$ cat src/rtl/mux_scan_pkg.sv
// Shared types and constants for the mux_scan registered N-channel multiplexer.
package mux_scan_pkg;

    typedef enum logic {
        MODE_MANUAL = 1'b0,
        MODE_SCAN   = 1'b1
    } mode_e;

    localparam int                   ERR_CNT_W   = 16;
    localparam logic [ERR_CNT_W-1:0] ERR_CNT_MAX = '1;

endpackage

$ cat src/rtl/mux_scan_sel.sv
// Combinational channel selector: returns the chosen word, or zero plus an
// out-of-range flag when the channel index is not below CHANNELS.
module mux_scan_sel #(
    parameter int WIDTH    = 8,
    parameter int CHANNELS = 4,
    parameter int SEL_W    = $clog2(CHANNELS)
) (
    input  logic [CHANNELS*WIDTH-1:0] i_data,
    input  logic [SEL_W-1:0]          i_ch,
    output logic [WIDTH-1:0]          o_data,
    output logic                      o_oor
);

    localparam logic [SEL_W:0] CH_COUNT = (SEL_W + 1)'(CHANNELS);

    logic [WIDTH-1:0] w_chData [CHANNELS];
    logic             w_inRange;

    for (genvar k = 0; k < CHANNELS; k++) begin : g_split
        assign w_chData[k] = i_data[k*WIDTH +: WIDTH];
    end

    // Index into the channel array only once the channel is known to be legal.
    assign w_inRange = ({1'b0, i_ch} < CH_COUNT);
    assign o_oor     = !w_inRange;
    assign o_data    = w_inRange ? w_chData[i_ch] : '0;

endmodule

$ cat src/rtl/mux_scan.sv
// Registered N-channel multiplexer with valid/ready output, manual or round-robin
// scan selection. Optional reference self-check: define MUX_SCAN_SELF_CHECK_EN.
module mux_scan
    import mux_scan_pkg::*;
#(
    parameter int WIDTH    = 8,
    parameter int CHANNELS = 4,
    parameter int SEL_W    = $clog2(CHANNELS)
) (
    input  logic                      clk,
    input  logic                      rst,
    input  logic                      i_mode,
    input  logic [SEL_W-1:0]          i_sel,
    input  logic [CHANNELS*WIDTH-1:0] i_in_data,
    input  logic                      i_in_valid,
    output logic                      o_in_ready,
    output logic [WIDTH-1:0]          o_out_data,
    output logic [SEL_W-1:0]          o_out_sel,
    output logic                      o_out_valid,
    input  logic                      i_out_ready,
    output logic                      o_sel_err,
    output logic [ERR_CNT_W-1:0]      o_err_cnt
);

    localparam logic [SEL_W-1:0] PTR_LAST = SEL_W'(CHANNELS - 1);

    mode_e            w_mode;
    mode_e            r_modeQ;
    logic [SEL_W-1:0] r_scanPtr;
    logic [SEL_W-1:0] w_ptrEff;
    logic [SEL_W-1:0] w_ptrNext;
    logic [SEL_W-1:0] w_ch;
    logic [WIDTH-1:0] w_selData;
    logic             w_oor;
    logic             w_accept;

    logic [WIDTH-1:0] r_outData;
    logic [SEL_W-1:0] r_outSel;
    logic             r_outValid;
    logic             r_selErr;

    assign w_mode     = mode_e'(i_mode);
    assign o_in_ready = !r_outValid || i_out_ready;
    assign w_accept   = i_in_valid && o_in_ready;

    // Entering scan mode restarts the round-robin from channel 0.
    assign w_ptrEff = (w_mode == MODE_SCAN && r_modeQ == MODE_MANUAL) ? '0 : r_scanPtr;
    assign w_ch     = (w_mode == MODE_SCAN) ? w_ptrEff : i_sel;

    always_comb begin
        w_ptrNext = w_ptrEff;
        if (w_accept && w_mode == MODE_SCAN) begin
            w_ptrNext = (w_ptrEff == PTR_LAST) ? '0 : w_ptrEff + SEL_W'(1);
        end
    end

    mux_scan_sel #(
        .WIDTH    (WIDTH),
        .CHANNELS (CHANNELS),
        .SEL_W    (SEL_W)
    ) u_sel (
        .i_data (i_in_data),
        .i_ch   (w_ch),
        .o_data (w_selData),
        .o_oor  (w_oor)
    );

    always_ff @(posedge clk or posedge rst) begin
        if (rst) begin
            r_modeQ    <= MODE_MANUAL;
            r_scanPtr  <= '0;
            r_outData  <= '0;
            r_outSel   <= '0;
            r_outValid <= 1'b0;
            r_selErr   <= 1'b0;
        end else begin
            r_modeQ   <= w_mode;
            r_scanPtr <= w_ptrNext;
            if (w_accept) begin
                r_outData  <= w_selData;
                r_outSel   <= w_ch;
                r_selErr   <= w_oor;
                r_outValid <= 1'b1;
            end else if (i_out_ready) begin
                r_outValid <= 1'b0;
            end
        end
    end

    assign o_out_data  = r_outData;
    assign o_out_sel   = r_outSel;
    assign o_out_valid = r_outValid;
    assign o_sel_err   = r_selErr;

`ifdef MUX_SCAN_SELF_CHECK_EN
    logic [WIDTH-1:0]     w_refData;
    logic [WIDTH-1:0]     r_expData;
    logic [ERR_CNT_W-1:0] r_errCnt;

    // Reference path deliberately uses a compare loop rather than indexing.
    always_comb begin
        w_refData = '0;
        for (int k = 0; k < CHANNELS; k++) begin
            if (w_ch == SEL_W'(k)) begin
                w_refData = i_in_data[k*WIDTH +: WIDTH];
            end
        end
    end

    always_ff @(posedge clk or posedge rst) begin
        if (rst) begin
            r_expData <= '0;
            r_errCnt  <= '0;
        end else begin
            if (w_accept) begin
                r_expData <= w_refData;
            end
            if (r_outValid && i_out_ready && r_expData != r_outData && r_errCnt != ERR_CNT_MAX) begin
                r_errCnt <= r_errCnt + ERR_CNT_W'(1);
            end
        end
    end

    assign o_err_cnt = r_errCnt;
`else
    assign o_err_cnt = '0;
`endif

endmodule

$ cat config.mk
export PLATFORM = sky130hd
export DESIGN_NAME = mux_scan
export DESIGN_NICKNAME = d
export VERILOG_FILES = /design/src/rtl/mux_scan_pkg.sv /design/src/rtl/mux_scan_sel.sv /design/src/rtl/mux_scan.sv
export SDC_FILE = /design/constraint.sdc
export NUM_CORES = 1
export LEC_CHECK = 0
export CAP_MARGIN = 20
export CELL_PAD_IN_SITES_DETAIL_PLACEMENT = 1
export CELL_PAD_IN_SITES_GLOBAL_PLACEMENT = 2
export CORE_ASPECT_RATIO = 1.25
export CORE_MARGIN = 2
export CORE_UTILIZATION = 18
export CTS_CLUSTER_DIAMETER = 60
export CTS_CLUSTER_SIZE = 14
export DETAILED_ROUTE_END_ITERATION = 8
export PLACE_DENSITY_LB_ADDON = 0.1
export SYNTH_ARGS = -nofsm -noshare
export SYNTH_HDL_FRONTEND = slang
export SYNTH_SLANG_ARGS = --single-unit
$ cat constraint.sdc
create_clock -name clk -period 1.7 [get_ports clk]
set_clock_uncertainty 0.2 [all_clocks]
set_input_delay 0.17 -clock clk [delete_from_list [all_inputs] [get_ports clk]]
set_output_delay 0.17 -clock clk [all_outputs]
set_load 0.05 [all_outputs]
## After elaboration in Yosys (flattened, before gate mapping)

Cells that the tools add are included.
Widths: inputs -> output; s select.

- Add/sub/neg operators: 1
- Magnitude comparators: 1
- Equal/unequal tests: 1
- Multiplexer cells: 9
- Bitwise logic cells: 2
- Reductions and logical operators: 6

Operator list:

| cell | count |
|---|---|
| $bmux 8 s2 | 1 |
| $mux 8 | 2 |
| $mux 2 | 4 |
| $ge 3x3->1 const B | 1 |
| $logic_and 1x1->1 | 3 |
| $not 2->3 | 1 |
| $add 2x1->2 const B | 1 |
| $eq 2x2->1 const B | 1 |
| $mux 1 | 2 |
| $reduce_bool 2->1 | 1 |
| $logic_not 1->1 | 1 |
| $logic_or 1x1->1 | 1 |
| $not 1->1 | 1 |

- Bits in registers: 14
- Word-level logic and storage cells: 25

## Depth between registers and ports, before layout

Gate-level depths: netlist of the first run.

- Depth in word-level cells: 8
- Depth in mapped cells: 6

## Cells and area by module

Synthesis of the first run repeated with hierarchy kept, for this count alone.

- Cells, all modules: 76
- Area, all modules: 1,008.5 um^2

By module, submodules not included:

| module | times used | cells each | area each (um^2) | seq. area each (um^2) |
|---|---|---|---|---|
| mux_scan | 1 | 64 | 800.8 | 375.4 |
| mux_scan_sel | 1 | 12 | 207.7 | 0.0 |

## Worst setup path after synthesis of the first run

OpenSTA, ideal clock, no wires.

- Path type: reg-to-reg
- From: register r_outValid, in the netlist o_out_valid
- To: register r_outData[0], in the netlist o_out_data[0]
- Data arrival time: 1,747 ps
- Required time: 1,362 ps
- Path slack: -385 ps
- Cell stages (with the launch flop): 6
- Path buffers: 1
- Cells stage by stage: dfrtp_1 > nand2b_1 > and2_1 > nand2b_1 > buf_4 > o221ai_1

- Cells in the longest elaborated chain, start to end: 3

Ends and longest elaborated chain:

| what | RTL line | RTL |
|---|---|---|
| from (decl) | mux_scan.sv:39 | `logic r_outValid;` |
| from (signal assigned) | mux_scan.sv:74 | `r_outValid <= 1'b0;` |
| from (signal assigned) | mux_scan.sv:83 | `r_outValid <= 1'b1;` |
| from (signal assigned) | mux_scan.sv:85 | `r_outValid <= 1'b0;` |
| $logic_not 1->1 | mux_scan.sv:43 | `assign o_in_ready = !r_outValid \|\| i_out_ready;` |
| $logic_or 1x1->1 | mux_scan.sv:43 |  |
| net o_in_ready | mux_scan.sv:16 | `output logic o_in_ready,` |
| $logic_and 1x1->1 | mux_scan.sv:44 | `assign w_accept = i_in_valid && o_in_ready;` |
| to (signal assigned) | mux_scan.sv:80 | `r_outData <= w_selData;` |
| to (decl) | mux_scan.sv:37 | `logic [WIDTH-1:0] r_outData;` |

The timed path passes the listed nets, and every way through them passes these cells.
A chain may end at the register's enable or synchronous reset.

## Worst setup path after layout of the first run

- From: register r_scanPtr[0]
- To: register r_outData[5], in the netlist o_out_data[5]

- Cells in the longest elaborated chain, start to end: 6

Ends and longest elaborated chain:

| what | RTL line | RTL |
|---|---|---|
| from (decl) | mux_scan.sv:29 | `logic [SEL_W-1:0] r_scanPtr;` |
| from (signal assigned) | mux_scan.sv:78 | `r_scanPtr <= w_ptrNext;` |
| $mux 2 | mux_scan.sv:47 | `assign w_ptrEff = (w_mode == MODE_SCAN && r_modeQ == MODE_MANUAL) ? '0 : r_scanPtr;` |
| $mux 2 | mux_scan.sv:48 | `assign w_ch = (w_mode == MODE_SCAN) ? w_ptrEff : i_sel;` |
| $not 2->3 (not written as such) | mux_scan_sel.sv:26 | `assign o_data = w_inRange ? w_chData[i_ch] : '0;` |
| $bmux 8 s2 | mux_scan_sel.sv:26 |  |
| $mux 8 (not written as such) (2 in a row) | mux_scan_sel.sv:26 |  |

Every way passes these cells. The select of a mux whose other input is x is not followed.

==> results of run 1 <==
-- layer usage --
metal	GRT usage [%]	wire length, µm	up-vias
li1	-	-	416
met1	13.8	1200	398
met2	13.9	1230	38
met3	2.56	285	2
met4	2.73	18	0
met5	0	0	-
-- critical path: stages (launching register included) --
cell	delay [ns]
dfrtp_1	0.41
nand3_1	0.11
o21ai_2	0.10
buf_6	0.18
mux2i_1	0.22
o221ai_1	0.15
-- logic make-up after synthesis --
family / count (synthesis) / share of synthesized area (%)
simple gates: 23 / 11.5
other cells: 1 / 0.407
compound gates: 15 / 13.0
mux: 16 / 17.4
flops: 14 / 38.0
buf+inv: 24 / 19.7
-- cell usage after synthesis --
library cell / count
o21ai_1: 1
a31oi_1: 3
and2b_2: 1
a22o_1: 1
nand2b_1: 3
o22ai_1: 1
inv_1: 4
nand2_1: 16
mux2i_1: 16
o221ai_2: 1
buf_4: 18
buf_12: 1
conb_1: 1
o221ai_1: 7
dfrtp_1: 14
o21ai_0: 1
nand3_1: 1
and2_1: 1
buf_6: 1
and3_2: 1
-- through the flow --
step / power (mW) / hold slack [ns]
2_1_floorplan: 0.850 / -0.141
3_3_place_gp: 1.04 / 0.270
3_5_place_dp: 1.05 / 0.278
4_1_cts: 1.39 / 0.121
5_1_grt: 1.44 / 0.144
6_report: 1.37 / 0.0974
-- final timing paths --
| kind | startpoint | end | slack (ns) | depth (start not counted) |
|---|---|---|---|---|
| min reg2reg | o_out_sel[0]$_DFFE_PP0N_ | o_out_sel[0]$_DFFE_PP0N_ | 0.28 | 2 |
| min in group clk | i_mode | r_scanPtr[1]$_DFF_PP0_ | 0.15 | 3 |
| max | r_scanPtr[0]$_DFF_PP0_ | o_out_data[5]$_DFFE_PP0N_ | 0.18 | 5 |
| max reg2reg | r_scanPtr[0]$_DFF_PP0_ | o_out_data[5]$_DFFE_PP0N_ | 0.18 | 5 |
| min | rst | o_out_data[4]$_DFFE_PP0N_ | 0.1 | 2 |
| max in group asynchronous | rst | o_out_valid$_DFFE_PP0P_ | 0.78 | 2 |
-- cell type report --
type,instances,area (µm²)
Clock buffer,4,55.1
Fill cell,606,3470
Inverter,4,15.0
Multi-Input combinational cell,71,462
Sequential cell,14,352
Tap cell,62,77.6
Timing Repair Buffer,61,578
-- registers in the layout, summed over array words and instances (netlist names) --
signal and cells:
o_out_data 8, o_out_sel 2, o_out_valid 1, r_modeQ 1, r_scanPtr 2
-- power by group through the flow --
stage          sequential, mW  combinational, mW  clock [mW]
6_report                0.427              0.611       0.332
5_1_grt                 0.435              0.651       0.357
4_1_cts                 0.429              0.616       0.341
3_5_place_dp            0.435              0.610           0
3_3_place_gp            0.432              0.609           0
2_1_floorplan           0.585              0.265           0
-- repair_timing --
action / in CTS / in global routing
resized for setup: 1 / 2
hold buffers: 0 / 1
buffers inserted: 1 / 0
gates cloned: 0 / 0
setup endpoints to repair: 1 / 8
endpoints found under the hold margin: 0 / 1
==> summary.txt, run 1 <==
Power and ir drop
  • Pint: 826 µW
  • Switching power: 543 µW
  • Pleak: 0.714 nW
  • Comb pwr share: 44.6%
  • Max IR drop VDD: 249 µV
  • Clock share of power: 24.3%
  • Sequential Power Share: 31.2%
  • PD cells: 890 nW/µm²
  • Sw Share: 39.7%

Setup path
  • CP required: 1.61 ns
  • CP max FO: 9
  • Setup CP Type: register to register
  • Crit. End Element: register
  • Worst setup SP type: register
  • CP arrival: 1.43 ns

Status
  • Status: finished, final reports clean

Yosys
  • Post-synthesis sequential area ratio: 38.0%
  • Netlist Area Pre-Place: 922 µm²
  • Distinct cells, synth: 20
  • Yosys reg bits: 14
  • Post-synth top area cell: dfrtp_1
  • Yosys warning total: 0
  • Syn_area_per_cell: 9.92 µm²
  • Post-synth top area share: 38.0%
  • Cells after Synth: 93
  • Synth area leaders: dfrtp_1, mux2i_1, buf_4

Final layout
  • Synth-to-layout area growth: 66.9%
  • Finished Cell Area: 1540 µm²
  • Ant diodes: 0
  • Most frequent cells in the layout: clkdlybuf4s50_1, buf_4, conb_1
  • # nets final: 194
  • Final Non-Filler Cells: 216
  • Commonest non-fill, non-tap cell in the layout: clkdlybuf4s50_1
  • Core Util, Final: 30.7%
  • Share of post-route cells with drive strength above 1: 20.8%

Route
  • Routed WL: 2.74 mm
  • Antenna viol nets, final: 0
  • Drt drc: 0
  • Pre-Repair DR Iteration Count: 4
  • Via Count: 854
  • DR iter-0 viols: 14
  • DR WL/cell: 12.7 µm
  • Vias/cell: 3.95

Clock tree
  • Clock buffer count from CTS: 3
  • CTS root buf: clkbuf_8
  • CTS tree: done
  • CTS Buffer Depth: 2
  • Clk_lat worst skew: 0.24 ns
  • Clock Pin Slew Worst Setup and Hold Paths: 0.07 ns
  • Clock sink total: 14
  • Htree depth: 1

Global route
  • Initial antenna violation count: 0
  • Global-route wire length before repair: 4.23 mm
  • Grt ovf: 0
  • Largest net degree at the start of global routing: 15
  • Gr usage total: 9.58%
  • Vias in the first global route: 840

Place
  • DP HPWL: 2.19 mm
  • Placed cells: 210
  • IO buf count: 50
  • Setup WS pre-CTS: -0.290 ns
  • Routability Congestion: 0.715
  • Post-DP Area: 1460 µm²

STA
  • Final WS setup: 0.177 ns
  • Crit path time final: 1.52 ns
  • Count of final max-slew check failures: 0
  • Max_slew headroom: 59.8%
  • RSZ-0062 raised after global routing: false
  • Endpoints failing setup: 0
  • Final Cycle Share: 89.6%
  • Fmax: 0.657 GHz
  • Setup TNS: 0 ns
  • Hold Vio Cnt, Final: 0
  • Actual slew at the worst max-slew pin: 0.602 ns

Floorplanning
  • DIE WIDTH: 68.0 µm
  • Die area: 5720 µm²
  • Initial Utilization: 18.4%
  • Die Ht: 84.0 µm
  • Num rows: 29
  • I/O Pins: 68
  • Core Region: 5010 µm²

Min path
  • Hold crit path type: input pin to async pin

Job
  • Maxcap violations: 0
No activity file was read; power rests on OpenSTA's default activity.
==> run 2: changes to the inputs <==
- CTS_BUF_LIST: unset -> sky130_fd_sc_hd__clkbuf_4 sky130_fd_sc_hd__clkbuf_8 sky130_fd_sc_hd__clkbuf_16
- SLEW_MARGIN: unset -> 40
==> results of run 2 <==
Final layout, timing and power as in run 1 (identical DEF).
==> run 3: changes to the inputs <==
- CORE_ASPECT_RATIO: 1.25 -> 1.75
==> run 3 against run 2 <==
Effect of this change: routed wire length rose by 13%; clock-buffer cell count did not move; sequential cell count unchanged; maximum frequency is 5.8% lower; sequential power hardly changed; first-iteration DRC count shrank 93%; critical path type unchanged; register-to-register slack worse by 0.09 ns; die area grew 0.33%; clock power decreased by 8.4%; hold slack worse by 0.047 ns; core utilization grew 1.9 points; via count rose by 0.70%.
==> summary.txt, run 3 (synthesis gave the netlist of run 1 again) <==
Clock tree
  • CTS root buf: clkbuf_8
  • Clk_lat worst skew: 0.24 ns
  • CTS Hold Bufs: 0
  • CTS Buffer Depth: 2
  • Htree depth: 1
  • Clock buffer count from CTS: 3
  • CTS tree: done
  • Clock Pin Slew Worst Setup and Hold Paths: 0.06 ns
  • Clock sink total: 14

Route
  • Drt drc: 0
  • Met3 wire len: 215 µm
  • Met2 WL: 1.69 mm
  • Routed WL: 3.09 mm
  • Met1 WL: 1.13 mm
  • Vias/cell: 4.13
  • Top sig layer: met4
  • Via Count: 860
  • DR iter-0 viols: 1
  • DR WL/cell: 14.8 µm
  • Pre-Repair DR Iteration Count: 2
  • Antenna viol nets, final: 0

Job
  • Maxcap violations: 0

Global route
  • Vias in the first global route: 932
  • Global-route wire length before repair: 4.57 mm
  • Largest net degree at the start of global routing: 18
  • Grt ovf: 0
  • Initial antenna violation count: 0
  • Gr usage total: 10.4%

Setup path
  • Crit path cell chain: nand3_1, o21ai_4, clkbuf_16, mux2i_2, o221ai_1
  • Crit. End Element: register
  • Critical Path Start: r_modeQ$_DFF_PP0_
  • Max stage delay on crit path: 0.43 ns
  • Crit-path leading delay family: flip-flops
  • CP max FO: 4
  • CP arrival: 1.53 ns
  • Setup CP Type: register to register
  • Worst setup SP type: register
  • CP max stage cell: dfrtp_1
  • CP required: 1.62 ns
  • Worst flop-to-flop path startpoint: r_modeQ$_DFF_PP0_
  • Crit path buf inv count: 1

Final layout
  • Most frequent cells in the layout: clkdlybuf4s50_1, conb_1, buf_4
  • Final Non-Filler Cells: 208
  • # nets final: 194
  • Synth-to-layout area growth: 74.9%
  • Max reg flops: 8
  • Ant diodes: 0
  • Finished Cell Area: 1610 µm²
  • Commonest non-fill, non-tap cell in the layout: clkdlybuf4s50_1
  • Share of post-route cells with drive strength above 1: 24.0%

STA
  • Count of final max-slew check failures: 0
  • Crit path time final: 1.62 ns
  • Hold Vio Cnt, Final: 0
  • Max_slew headroom: 60.3%
  • Endpoints failing setup: 0
  • Actual slew at the worst max-slew pin: 0.595 ns
  • Final Cycle Share: 95.1%
  • Fmax: 0.619 GHz
  • Final WS setup: 0.0835 ns

Floorplanning
  • Die area: 5730 µm²
  • Core Region: 4930 µm²
  • Num rows: 34
  • Initial Utilization: 18.7%
  • I/O Pins: 68
  • DIE WIDTH: 58.1 µm
  • Die Ht: 98.7 µm

Min path
  • Hold crit path type: input pin to register
  • Hold path start: i_mode

Place
  • Post-DP Area: 1460 µm²
  • DP HPWL: 2.38 mm
  • Setup WS pre-CTS: -0.242 ns
  • IO buf count: 50
  • Placed cells: 201
  • Routability Congestion: 0.676

Status
  • Status: finished, final reports clean

Power and ir drop
  • Sw Share: 40.0%
  • Pint: 831 µW
  • Clock share of power: 21.9%
  • Sequential Power Share: 30.7%
  • PD cells: 859 nW/µm²
  • Max IR drop VDD: 299 µV
  • Comb pwr share: 47.3%
  • Switching power: 555 µW
  • Pleak: 0.746 nW
## run 3: per-stage QoR
stage | hold WS (ns) | total power, mW | setup TNS, ns | utilization [%]
6_report | 0.0509 | 1.39 | 0 | 32.7
5_1_grt | 0.0549 | 1.47 | -0.0233 | 32.7
2_1_floorplan | -0.141 | 0.850 | 0 | -
4_1_cts | 0.118 | 1.36 | 0 | 30.7
3_5_place_dp | 0.271 | 1.05 | -1.85 | 29.7
3_3_place_gp | 0.262 | 1.05 | -1.91 | 29.7
## run 3: final timing paths
| path | endpoint | slack [ns] | cells past startpoint |
|---|---|---|---|
| worst max register to register | o_out_data[6]$_DFFE_PP0N_ | 0.08 | 5 |
| max in group asynchronous | o_out_valid$_DFFE_PP0P_ | 0.79 | 2 |
| worst max-delay path | o_out_data[6]$_DFFE_PP0N_ | 0.08 | 5 |
| min in group asynchronous | r_scanPtr[0]$_DFF_PP0_ | 0.09 | 2 |
| worst min register to register | o_out_sel[1]$_DFFE_PP0N_ | 0.28 | 2 |
| worst min-delay path | r_modeQ$_DFF_PP0_ | 0.05 | 2 |
## run 3: power groups by stage
stage | clock network (mW) | logic [mW] | registers [mW]
detailed placement | 0 | 0.624 | 0.430
finish | 0.304 | 0.656 | 0.426
global placement | 0 | 0.617 | 0.428
global route | 0.341 | 0.695 | 0.435
floorplan | 0 | 0.265 | 0.585
CTS | 0.314 | 0.625 | 0.424
## run 3: repair_timing
action,in CTS,in global routing
hold endpoints to repair,0,0
setup buffers,0,1
endpoints found under the setup margin,0,8
gates resized for setup,0,8
## run 3: area by class of cell
class | count | area, µm²
repair buffers | 61 | 632
fillers | 588 | 3320
flip-flops and latches | 14 | 352
clock buffers | 4 | 48.8
well taps | 54 | 67.6
inverters | 4 | 15.0
multi-input cells | 71 | 498
## run 3: metal layers
layer	vias to the layer above	track usage, %
met5	-	0
met4	0	5.37
met3	2	1.44
met2	41	18.7
met1	400	11.5
li1	417	-
